==> config.mk <==
export PLATFORM = sky130hd
export DESIGN_NAME = sequenciador_leds
export DESIGN_NICKNAME = d
export VERILOG_FILES = /design/src/rtl/neurosync_pkg.sv /design/src/rtl/sequenciador_leds_temporizador.sv /design/src/rtl/sequenciador_leds.sv
export SDC_FILE = /design/constraint.sdc
export NUM_CORES = 1
export LEC_CHECK = 0
export CORE_AREA = 2 2 95 60
export DETAILED_ROUTE_END_ITERATION = 8
export DIE_AREA = 0 0 97 62
export DONT_BUFFER_PORTS = 1
export HOLD_SLACK_MARGIN = 0.06
export SLEW_MARGIN = 20
export SYNTH_ARGS = -nofsm -noshare
export SYNTH_HDL_FRONTEND = slang
export SYNTH_HIERARCHICAL = 1
export SYNTH_SLANG_ARGS = --single-unit
==> constraint.sdc <==
create_clock -name clock -period 5.3 [get_ports clock]
set_input_delay 1.06 -clock clock [delete_from_list [all_inputs] [get_ports clock]]
set_output_delay 1.06 -clock clock [all_outputs]
set_load 0.05 [all_outputs]
==> src/rtl/neurosync_pkg.sv <==
// rtl/neurosync_pkg.sv - state codes and helpers shared by the LED playback datapath
package neurosync_pkg;

  typedef enum logic [3:0] {
    OCIOSO    = 4'd0,
    LE        = 4'd1,
    ACESO     = 4'd2,
    APAGADO   = 4'd3,
    PISCA_ON  = 4'd4,
    PISCA_OFF = 4'd5,
    FIM       = 4'd6
  } estado_t;

  function automatic int max3(input int a, input int b, input int c);
    int m;
    m = (a > b) ? a : b;
    return (m > c) ? m : c;
  endfunction

endpackage

==> src/rtl/sequenciador_leds_temporizador.sv <==
// rtl/sequenciador_leds_temporizador.sv - load/count-down timer, fim_t in the last counted cycle
module temporizador #(
  parameter int W = 4
) (
  input  logic         clock,
  input  logic         reset,
  input  logic         carrega,
  input  logic [W-1:0] valor,
  output logic         fim_t
);

  logic [W-1:0] r_cnt;

  // A load of N gives N counted cycles; a reload wins over the last count.
  always_ff @(posedge clock) begin
    if (reset) begin
      r_cnt <= '0;
    end else if (carrega) begin
      r_cnt <= valor;
    end else if (r_cnt != '0) begin
      r_cnt <= r_cnt - W'(1);
    end
  end

  assign fim_t = (r_cnt == W'(1));

endmodule

==> src/rtl/sequenciador_leds.sv <==
// rtl/sequenciador_leds.sv - sequence playback and win/lose blink controller for the LEDs
module sequenciador_leds
  import neurosync_pkg::*;
#(
  parameter int ADDR_W  = 4,
  parameter int T_ON    = 1000,
  parameter int T_OFF   = 500,
  parameter int T_PISCA = 250,
  parameter int N_PISCA = 3
) (
  input  logic              clock,
  input  logic              reset,
  input  logic              iniciar,
  input  logic              piscar,
  input  logic              nivel,
  input  logic [ADDR_W-1:0] tamanho,
  input  logic [3:0]        dado_mem,
  output logic [ADDR_W-1:0] endereco,
  output logic [3:0]        leds,
  output logic              ocupado,
  output logic              fim,
  output logic [3:0]        db_estado
);

  localparam int TW = max3($clog2(T_ON + 1), $clog2(T_OFF + 1), $clog2(T_PISCA + 1));
  localparam int CW = $clog2(N_PISCA + 1);

  estado_t           r_estado;
  estado_t           w_prox;
  logic [ADDR_W-1:0] r_endereco;
  logic [ADDR_W-1:0] r_tamanho;
  logic              r_nivel;
  logic [3:0]        r_item;
  logic [CW-1:0]     r_conta;

  logic              w_carrega;
  logic [TW-1:0]     w_valor;
  logic              w_fim_t;
  logic [TW-1:0]     w_dur_on;
  logic [TW-1:0]     w_dur_off;
  logic [TW-1:0]     w_dur_pisca;

  assign w_dur_on    = r_nivel ? TW'(T_ON / 2)  : TW'(T_ON);
  assign w_dur_off   = r_nivel ? TW'(T_OFF / 2) : TW'(T_OFF);
  assign w_dur_pisca = TW'(T_PISCA);

  temporizador #(
    .W(TW)
  ) u_temporizador (
    .clock  (clock),
    .reset  (reset),
    .carrega(w_carrega),
    .valor  (w_valor),
    .fim_t  (w_fim_t)
  );

  always_ff @(posedge clock) begin
    if (reset) begin
      r_estado <= OCIOSO;
    end else begin
      r_estado <= w_prox;
    end
  end

  // The timer is loaded on the edge that enters each timed state.
  always_comb begin
    w_prox    = r_estado;
    w_carrega = 1'b0;
    w_valor   = '0;
    case (r_estado)
      OCIOSO: begin
        if (iniciar) begin
          w_prox = LE;
        end else if (piscar) begin
          w_prox    = PISCA_ON;
          w_carrega = 1'b1;
          w_valor   = w_dur_pisca;
        end
      end
      LE: begin
        w_prox    = ACESO;
        w_carrega = 1'b1;
        w_valor   = w_dur_on;
      end
      ACESO: begin
        if (w_fim_t) begin
          w_prox    = APAGADO;
          w_carrega = 1'b1;
          w_valor   = w_dur_off;
        end
      end
      APAGADO: begin
        if (w_fim_t) begin
          w_prox = (r_endereco == r_tamanho) ? FIM : LE;
        end
      end
      PISCA_ON: begin
        if (w_fim_t) begin
          w_prox    = PISCA_OFF;
          w_carrega = 1'b1;
          w_valor   = w_dur_pisca;
        end
      end
      PISCA_OFF: begin
        if (w_fim_t) begin
          if (r_conta == CW'(1)) begin
            w_prox = FIM;
          end else begin
            w_prox    = PISCA_ON;
            w_carrega = 1'b1;
            w_valor   = w_dur_pisca;
          end
        end
      end
      FIM:     w_prox = OCIOSO;
      default: w_prox = OCIOSO;
    endcase
  end

  // Parameters of a run are captured once, so later input changes cannot disturb it.
  always_ff @(posedge clock) begin
    if (reset) begin
      r_endereco <= '0;
      r_tamanho  <= '0;
      r_nivel    <= 1'b0;
      r_item     <= 4'd0;
      r_conta    <= '0;
    end else begin
      case (r_estado)
        OCIOSO: begin
          if (iniciar) begin
            r_tamanho  <= tamanho;
            r_nivel    <= nivel;
            r_endereco <= '0;
          end else if (piscar) begin
            r_conta <= CW'(N_PISCA);
          end
        end
        LE: r_item <= dado_mem;
        APAGADO: begin
          if (w_fim_t && (r_endereco != r_tamanho)) begin
            r_endereco <= r_endereco + ADDR_W'(1);
          end
        end
        PISCA_OFF: begin
          if (w_fim_t) begin
            r_conta <= r_conta - CW'(1);
          end
        end
        FIM:     r_endereco <= '0;
        default: ;
      endcase
    end
  end

  always_comb begin
    leds    = 4'd0;
    ocupado = 1'b0;
    fim     = 1'b0;
    case (r_estado)
      LE:        ocupado = 1'b1;
      ACESO: begin
        leds    = r_item;
        ocupado = 1'b1;
      end
      APAGADO:   ocupado = 1'b1;
      PISCA_ON: begin
        leds    = 4'b1111;
        ocupado = 1'b1;
      end
      PISCA_OFF: ocupado = 1'b1;
      FIM:       fim = 1'b1;
      default: ;
    endcase
  end

  assign endereco  = r_endereco;
  assign db_estado = r_estado;

endmodule

==> run metrics, run 1 <==
status complete, no violations; port bufs 0; Adder-Cell Fraction of Synth Area 3.55%; number of antenna diodes 0; CP max FO 21; CTS tree built; fin nets 232; slowest CP cell a21oi_1; hold crit path type flip-flop to flip-flop; simple logic cell fraction of the synthesized area 26.4%; Gate Count Post-Synth 220; Critical Path Source Type flip-flop; Worst Path Class, Setup flip-flop to output port; Overall Global Routing Usage 13.5%; CP Capture Type output port; global route overflow 0; worst path required time 4.24 ns; share of cells above drive strength 1 7.51%; drt drc 0; H-tree depth 1; pre-CTS WS 2.21 ns; most common cell after layout, fill and taps aside dfxtp_1; final setup vio count 0; Hold Fails Final Rpt 0; Finished Cell Area 1850 um2; max cap viols 0; Cell Chain, Critical Path buf_4 > nor3_1 > a21oi_1; vias after detailed routing 1,471; Initial Utilization 33.4%; setup ws final 2.05 ns; Avg Synthesized Cell Area 8.01 um2; DR iter-0 viols 91; largest family of logic cells by synthesized area simple AND/OR/NAND/NOR gates; Final Max Tran Viols 0; Synth Flop Type dfxtp_1; core box area 5280 um2; RSZ-0062 raised after global routing no; vias per cell 5.22; Clock Skew 0.00364 ns; Die W 97 um; clk_lat worst skew 0.27 ns; number of synthesized flops with an enable pin 0; Routability Congestion 0.823; most frequent cells in the layout dfxtp_1, nand2_1, a21oi_1; Unique masters post-synth 45; crit path DAT 2.19 ns; leak pwr 0.718 nW; Power per Cell Area 666 nW/um2; setup repair bufs after CTS 0; fin crit period 3.25 ns; Cell Area, Placed 1800 um2; clk slew on worst S/H paths 0.10 ns; # rows 21; largest net degree at the start of global routing 30; full die area 6010 um2; # IOs 27; Rel. slew slack 28.5%; global-route wire length before repair 6480 um; setup TNS 0 ns; xor/xnor cell area share of the yosys netlist 5.97%; mux cell area share after synthesis 3.41%; drt first pass iters 4; die height 62 um; Bufs on Longest Clock Path 2; clk sinks 28; register area share after synthesis 31.8%; HPWL Detailed 2870 um; Area Overhead vs Synth 5.26%; synthesized area 1760 um2; cts hold-fix bufs 0; Num CTS Buffers 3; post_cts resized 0; initial antenna violation count 0; FILL cells 555; worst-margin pin slew 1.08 ns; CTS Root Cell clkbuf_8; Max VDD drop 292 uV; Final ANT Viol Nets 0; wire length per cell 13.6 um; synthesized flop and latch total 28; crit share post-route 61.3%; R2R setup slack 2.16 ns; vias in the first global route 1,310; fraction of registers with async set/reset 0%; CP max stage delay 0.82 ns; YS warnings 6; Routed Wire Length 3850 um; compound-gate portion of the synthesized area 22.4%; Max Fclk 0.308 GHz
-- power breakdown --
group / switching (mW) / total (mW) / internal [mW] / leakage, nW
Clock: 0.0673 / 0.134 / 0.0665 / 0.0288
Combinational: 0.494 / 0.766 / 0.272 / 0.460
Sequential: 0.0643 / 0.335 / 0.271 / 0.230
Total: 0.626 / 1.24 / 0.609 / 0.718
-- synthesized netlist by cell type, drive strengths merged (3+ instances only) --
library cell | instances | area (um2)
clkbuf | 9 | 33.8
nor2b | 4 | 27.5
dfxtp | 28 | 561
nor2 | 16 | 60.1
nand2 | 22 | 82.6
xor2 | 3 | 26.3
nand3 | 6 | 30.0
xnor2 | 9 | 78.8
nand2b | 9 | 56.3
mux2i | 6 | 60.1
a31oi | 3 | 18.8
o211a | 7 | 70.1
a21oi | 20 | 100
or4 | 3 | 26.3
buf | 7 | 48.8
and2 | 4 | 26.3
ha | 5 | 62.6
inv | 7 | 26.3
nor3 | 10 | 50.1
nor4 | 5 | 46.3
o21ai | 13 | 65.1
o31ai | 3 | 22.5
-- layer usage --
layer | vias up | global-route usage [%] | part of all wire [%]
li1 | 758 | - | -
met1 | 663 | 19.4 | 55
met2 | 46 | 19.5 | 36
met3 | 4 | 4.36 | 8.4
met4 | 0 | 3.42 | 0.88
met5 | - | 0 | 0
-- through the flow --
| step | instances | utilization (%) | total power, mW | hold slack, ns |
|---|---|---|---|---|
| 6_report | 282 | 35.1 | 1.24 | 0.474 |
| 3_3_place_gp | 278 | 34.1 | 1.10 | 0.461 |
| 3_5_place_dp | 278 | 34.1 | 1.10 | 0.462 |
| 2_1_floorplan | 221 | - | 0.988 | 0.454 |
| 5_1_grt | 282 | 35.1 | 1.34 | 0.517 |
| 4_1_cts | 282 | 35.1 | 1.24 | 0.477 |
-- path summary, 6_finish.rpt --
kind                                               from                 endpoint  depth (start not counted)
worst min register to register                r_item[2]                r_item[2]                          2
worst max-delay path                       db_estado[0]                  ocupado                          3
worst max register to register  u_temporizador/r_cnt[2]  u_temporizador/r_cnt[7]                         10
worst min-delay path                          r_item[2]                r_item[2]                          2
-- critical path: cells and delay by family (launching register included) --
family,cells,cell delay (ns)
compound gates,1,0.82
buf+inv,1,0.33
simple gates,1,0.10
flops,1,0.66
-- flip-flops by register name, summed over array words and instances (netlist names) --
register / cells
r_conta: 2
r_nivel: 1
db_estado: 3
r_tamanho: 4
r_item: 4
endereco: 4
u_temporizador/r_cnt: 10
-- cell type report --
class                           count  area, um2  share of cell area [%]
Timing Repair Buffer                4       30.0                    1.62
Sequential cell                    28        561                    30.2
Inverter                            7       26.3                    1.42
Clock buffer                        4       55.1                    2.97
Tap cell                           69       86.3                    4.66
Multi-Input combinational cell    170       1100                    59.1
-- cell families after synthesis --
kind of cell	Yosys count
XOR/XNOR	12
multiplexers	6
AO/OA/AOI/OAI	57
AND/OR/NAND/NOR	88
adder cells (fa/ha/maj)	5
buffers and inverters	23
flip-flops	28
other	1
(Power assumes the default switching activity.)
==> run 2: changes to the inputs <==
==> constraint.sdc (replaced) <==
create_clock -name clock -period 2.8 [get_ports clock]
set_input_delay 0.56 -clock clock [delete_from_list [all_inputs] [get_ports clock]]
set_output_delay 0.56 -clock clock [all_outputs]
set_load 0.05 [all_outputs]
==> run 2 against run 1 <==
  * First-iteration DRC count increased by 15%
  * Clock skew rose by 0.0025 ns
  * Count of clock-buffer cells in the layout is 1 lower
  * Power grew 110%
==> run metrics, run 2 (synthesis gave the netlist of run 1 again) <==
clk slew on worst S/H paths 0.10 ns; Biggest register u_temporizador/r_cnt; Clock Skew 0.00618 ns; most frequent cells in the layout dfxtp_1, nand2_1, a21oi_1; status complete, no violations; Die W 97 um; die height 62 um; Overall Global Routing Usage 14.6%; Met2 Routed Length 1510 um; worst path bufs/invs 1; Bufs on Longest Clock Path 2; leak pwr 0.774 nW; Worst Path Class, Setup flip-flop to flip-flop; CP Capture Type flip-flop; Routed Wire Length 4120 um; clk_lat worst skew 0.28 ns; largest net degree at the start of global routing 28; Finished Cell Area 1950 um2; fin crit period 2.63 ns; hold crit path type input port to flip-flop; CTS Root Cell clkbuf_8; cts hold-fix bufs 0; Power per Cell Area 1300 nW/um2; final setup vio count 0; origin of the critical flop-to-flop path u_temporizador/r_cnt[2]; drt first pass iters 4; initial antenna violation count 0; # rows 21; Final ANT Viol Nets 0; number of antenna diodes 0; worst path required time 2.98 ns; crit path DAT 2.80 ns; Final Max Tran Viols 0; RSZ-0062 raised after global routing no; Max Fclk 0.381 GHz; CP max stage delay 0.59 ns; DP Cell Count 287; drt drc 0; Routability Congestion 0.816; crit share post-route 93.8%; fin cells 291; most common cell after layout, fill and taps aside dfxtp_1; vias after detailed routing 1,498; fin util 37.0%; full die area 6010 um2; global route overflow 0; HPWL Detailed 3040 um; Hold Fails Final Rpt 0; Worst R2R Path Depth 9; wire length per cell 14.1 um; max cap viols 0; Area Overhead vs Synth 10.9%; setup TNS 0 ns; clk sinks 28; setup ws final 0.174 ns; M1 WL 2330 um; H-tree depth 1; port bufs 0; CP delay by family, top simple AND/OR/NAND/NOR gates; Num CTS Buffers 3; Crit. path cell count 9; fin nets 241; share of cells above drive strength 1 11.7%; Worst Setup SP u_temporizador/r_cnt[2]; top layer reached by signal wires met4; DR iter-0 viols 105; CP max FO 18; hold path startpoint reset; Cell Area, Placed 1870 um2; Pwr Total 2.55 mW; Max VDD drop 661 uV; vias in the first global route 1,392; CTS tree built; Rel. slew slack 54.4%; # IOs 27; hold depth 1; pre-CTS WS 0.223 ns; metal3 WL 237 um; global-route wire length before repair 6990 um; core box area 5280 um2; hold slack 0.337 ns; slowest CP cell or4_4; Cell Chain, Critical Path or4_4 > nor4_4 > and2_2 > o21a_1 > a21oi_1 > o21ai_1 > buf_4 > nor3_1 > a311o_1; Critical Path Source Type flip-flop; worst-margin pin slew 0.682 ns; Initial Utilization 33.4%; vias per cell 5.15; Largest register FFs 10
run 2: metal layers:
| layer | global-route usage, % | vias up |
|---|---|---|
| met5 | 0 | - |
| met4 | 3.02 | 0 |
| met3 | 2.68 | 2 |
| met2 | 21.1 | 40 |
| met1 | 22.5 | 682 |
| li1 | - | 774 |
run 2: final timing paths:
check | end | slack, ns
worst max register to register | u_temporizador/r_cnt[0] | 0.17
worst max-delay path | u_temporizador/r_cnt[0] | 0.17
worst min register to register | r_item[2] | 0.48
worst min-delay path | r_item[0] | 0.34
run 2: layout make-up:
class	count	area [um2]
Clock buffer	3	41.3
Clock inverter	1	30.0
Fill cell	533	3330
Inverter	7	26.3
Multi-Input combinational cell	170	1110
Sequential cell	28	561
Tap cell	69	86.3
Timing Repair Buffer	13	97.6
run 2: power breakdown:
group / leakage, nW / switching (mW) / internal [mW]
logic: 0.508 / 0.968 / 0.606
clock network: 0.0357 / 0.136 / 0.192
registers: 0.230 / 0.131 / 0.513
total: 0.774 / 1.24 / 1.31
run 2: repair_timing:
item | CTS | global route
buffers inserted | 0 | 0
gates resized for setup | 0 | 1
setup endpoints to repair | 0 | 7
==> run 3: changes to the inputs <==
--- a/config.mk
+++ b/config.mk
@@ -10,6 +10,7 @@
 export DIE_AREA = 0 0 97 62
 export DONT_BUFFER_PORTS = 1
 export HOLD_SLACK_MARGIN = 0.06
+export SETUP_SLACK_MARGIN = 0.3
 export SLEW_MARGIN = 20
 export SYNTH_ARGS = -nofsm -noshare
 export SYNTH_HDL_FRONTEND = slang
==> run 3 against run 2 <==
  * Sequential cell count unchanged
  * Utilization increased by 0.64 points
  * Sequential share of layout area decreased by 0.43 points
  * Clock power decreased by 1%
  * Routed wire length increased by 0.22%
  * Cell area increased by 1.7%
  * Hold slack improved by 0.0017 ns
  * Non-clock buffer count increased by 3
  * Largest cell class unchanged
==> run metrics, run 3 (synthesis gave the netlist of run 1 again) <==
hold crit path type input port to flip-flop; Final Max Tran Viols 0; Routability Congestion 0.829; setup TNS 0 ns; clk_lat worst skew 0.28 ns; vias in the first global route 1,408; drt drc 0; Cell Area, Placed 1880 um2; Clock Skew 0.00240 ns; # IOs 27; CTS tree built; wire length per cell 14.0 um; fin cells 294; CP max FO 8; CP Capture Type flip-flop; number of antenna diodes 0; Biggest register u_temporizador/r_cnt; CTS Root Cell clkbuf_8; share of cells above drive strength 1 14.7%; leak pwr 0.794 nW; Pwr Total 2.57 mW; Worst Path Class, Setup flip-flop to flip-flop; Worst Setup SP u_temporizador/r_cnt[2]; Die W 97 um; HPWL Detailed 3070 um; DP Cell Count 287; worst-margin pin slew 0.666 ns; Overall Global Routing Usage 14.5%; worst path required time 3.02 ns; full die area 6010 um2; die height 62 um; core box area 5280 um2; port bufs 0; Rel. slew slack 55.5%; Routed Wire Length 4130 um; Final ANT Viol Nets 0; crit share post-route 83.8%; Largest register FFs 10; RSZ-0062 raised after global routing no; final setup vio count 0; status complete, no violations; vias after detailed routing 1,507; global-route wire length before repair 6960 um; clk sinks 28; hold slack 0.338 ns; global route overflow 0; Hold Fails Final Rpt 0; most frequent cells in the layout dfxtp_1, nand2_1, a21oi_1; drt first pass iters 4; Bufs on Longest Clock Path 2; largest net degree at the start of global routing 28; Max VDD drop 553 uV; R2R setup slack 0.45 ns; DR iter-0 viols 91; crit path DAT 2.56 ns; fin crit period 2.35 ns; max cap viols 0; fin nets 244; Finished Cell Area 1990 um2; clk slew on worst S/H paths 0.10 ns; Critical Path Source Type flip-flop; hold path startpoint reset; vias per cell 5.13; Max Fclk 0.426 GHz; origin of the critical flop-to-flop path u_temporizador/r_cnt[2]; H-tree depth 1; initial antenna violation count 0; Num CTS Buffers 3; Power per Cell Area 1290 nW/um2; most common cell after layout, fill and taps aside dfxtp_1; Area Overhead vs Synth 12.8%; # rows 21; Initial Utilization 33.4%
run 3: power by group:
part,total (mW),internal (mW),switching [mW]
Clock,0.324,0.192,0.132
Combinational,1.59,0.630,0.956
Sequential,0.658,0.515,0.143
run 3: cell type report:
type	instances	area (um2)
Fill cell	555	3290
Multi-Input combinational cell	170	1120
Sequential cell	28	562
Timing Repair Buffer	16	124
Tap cell	69	86.3
Clock buffer	3	41.3
Clock inverter	1	30.0
Inverter	7	26.3
run 3: what timing repair did:
action / CTS / global route
resized for setup: 0 / 5
hold buffers: 0 / 0
hold endpoints to repair: 0 / 0
endpoints found under the setup margin: 0 / 13
buffers inserted: 0 / 3
run 3: final timing paths:
check | endpoint | cells past startpoint
worst min register to register | r_item[0] | 2
worst max register to register | endereco[2] | 8
worst max-delay path | endereco[2] | 8
worst min-delay path | r_item[2] | 1
run 3: critical path, cell delays in order (launching register included):
cell and delay, ns:
dfxtp_2 0.36, or4_4 0.57, nor4_4 0.16, and2_4 0.22, nand3_1 0.12, a22oi_4 0.17
o211ai_4 0.13, or4_1 0.41, a21oi_1 0.15
run 3: metrics by stage:
stage          worst slack, ns  utilization [%]
2_1_floorplan            0.307                -
3_3_place_gp             0.428             35.7
3_5_place_dp             0.349             35.7
4_1_cts                  0.326             37.0
5_1_grt                  0.306             37.6
6_report                 0.453             37.6
run 3: layer usage:
metal / vias to the layer above / GRT usage [%] / share of wire [%]
met3: 2 / 3.36 / 5.6
met1: 692 / 21.4 / 55
li1: 779 / - / -
met2: 34 / 22.0 / 39
met4: 0 / 2.41 / 0.80
met5: - / 0 / 0
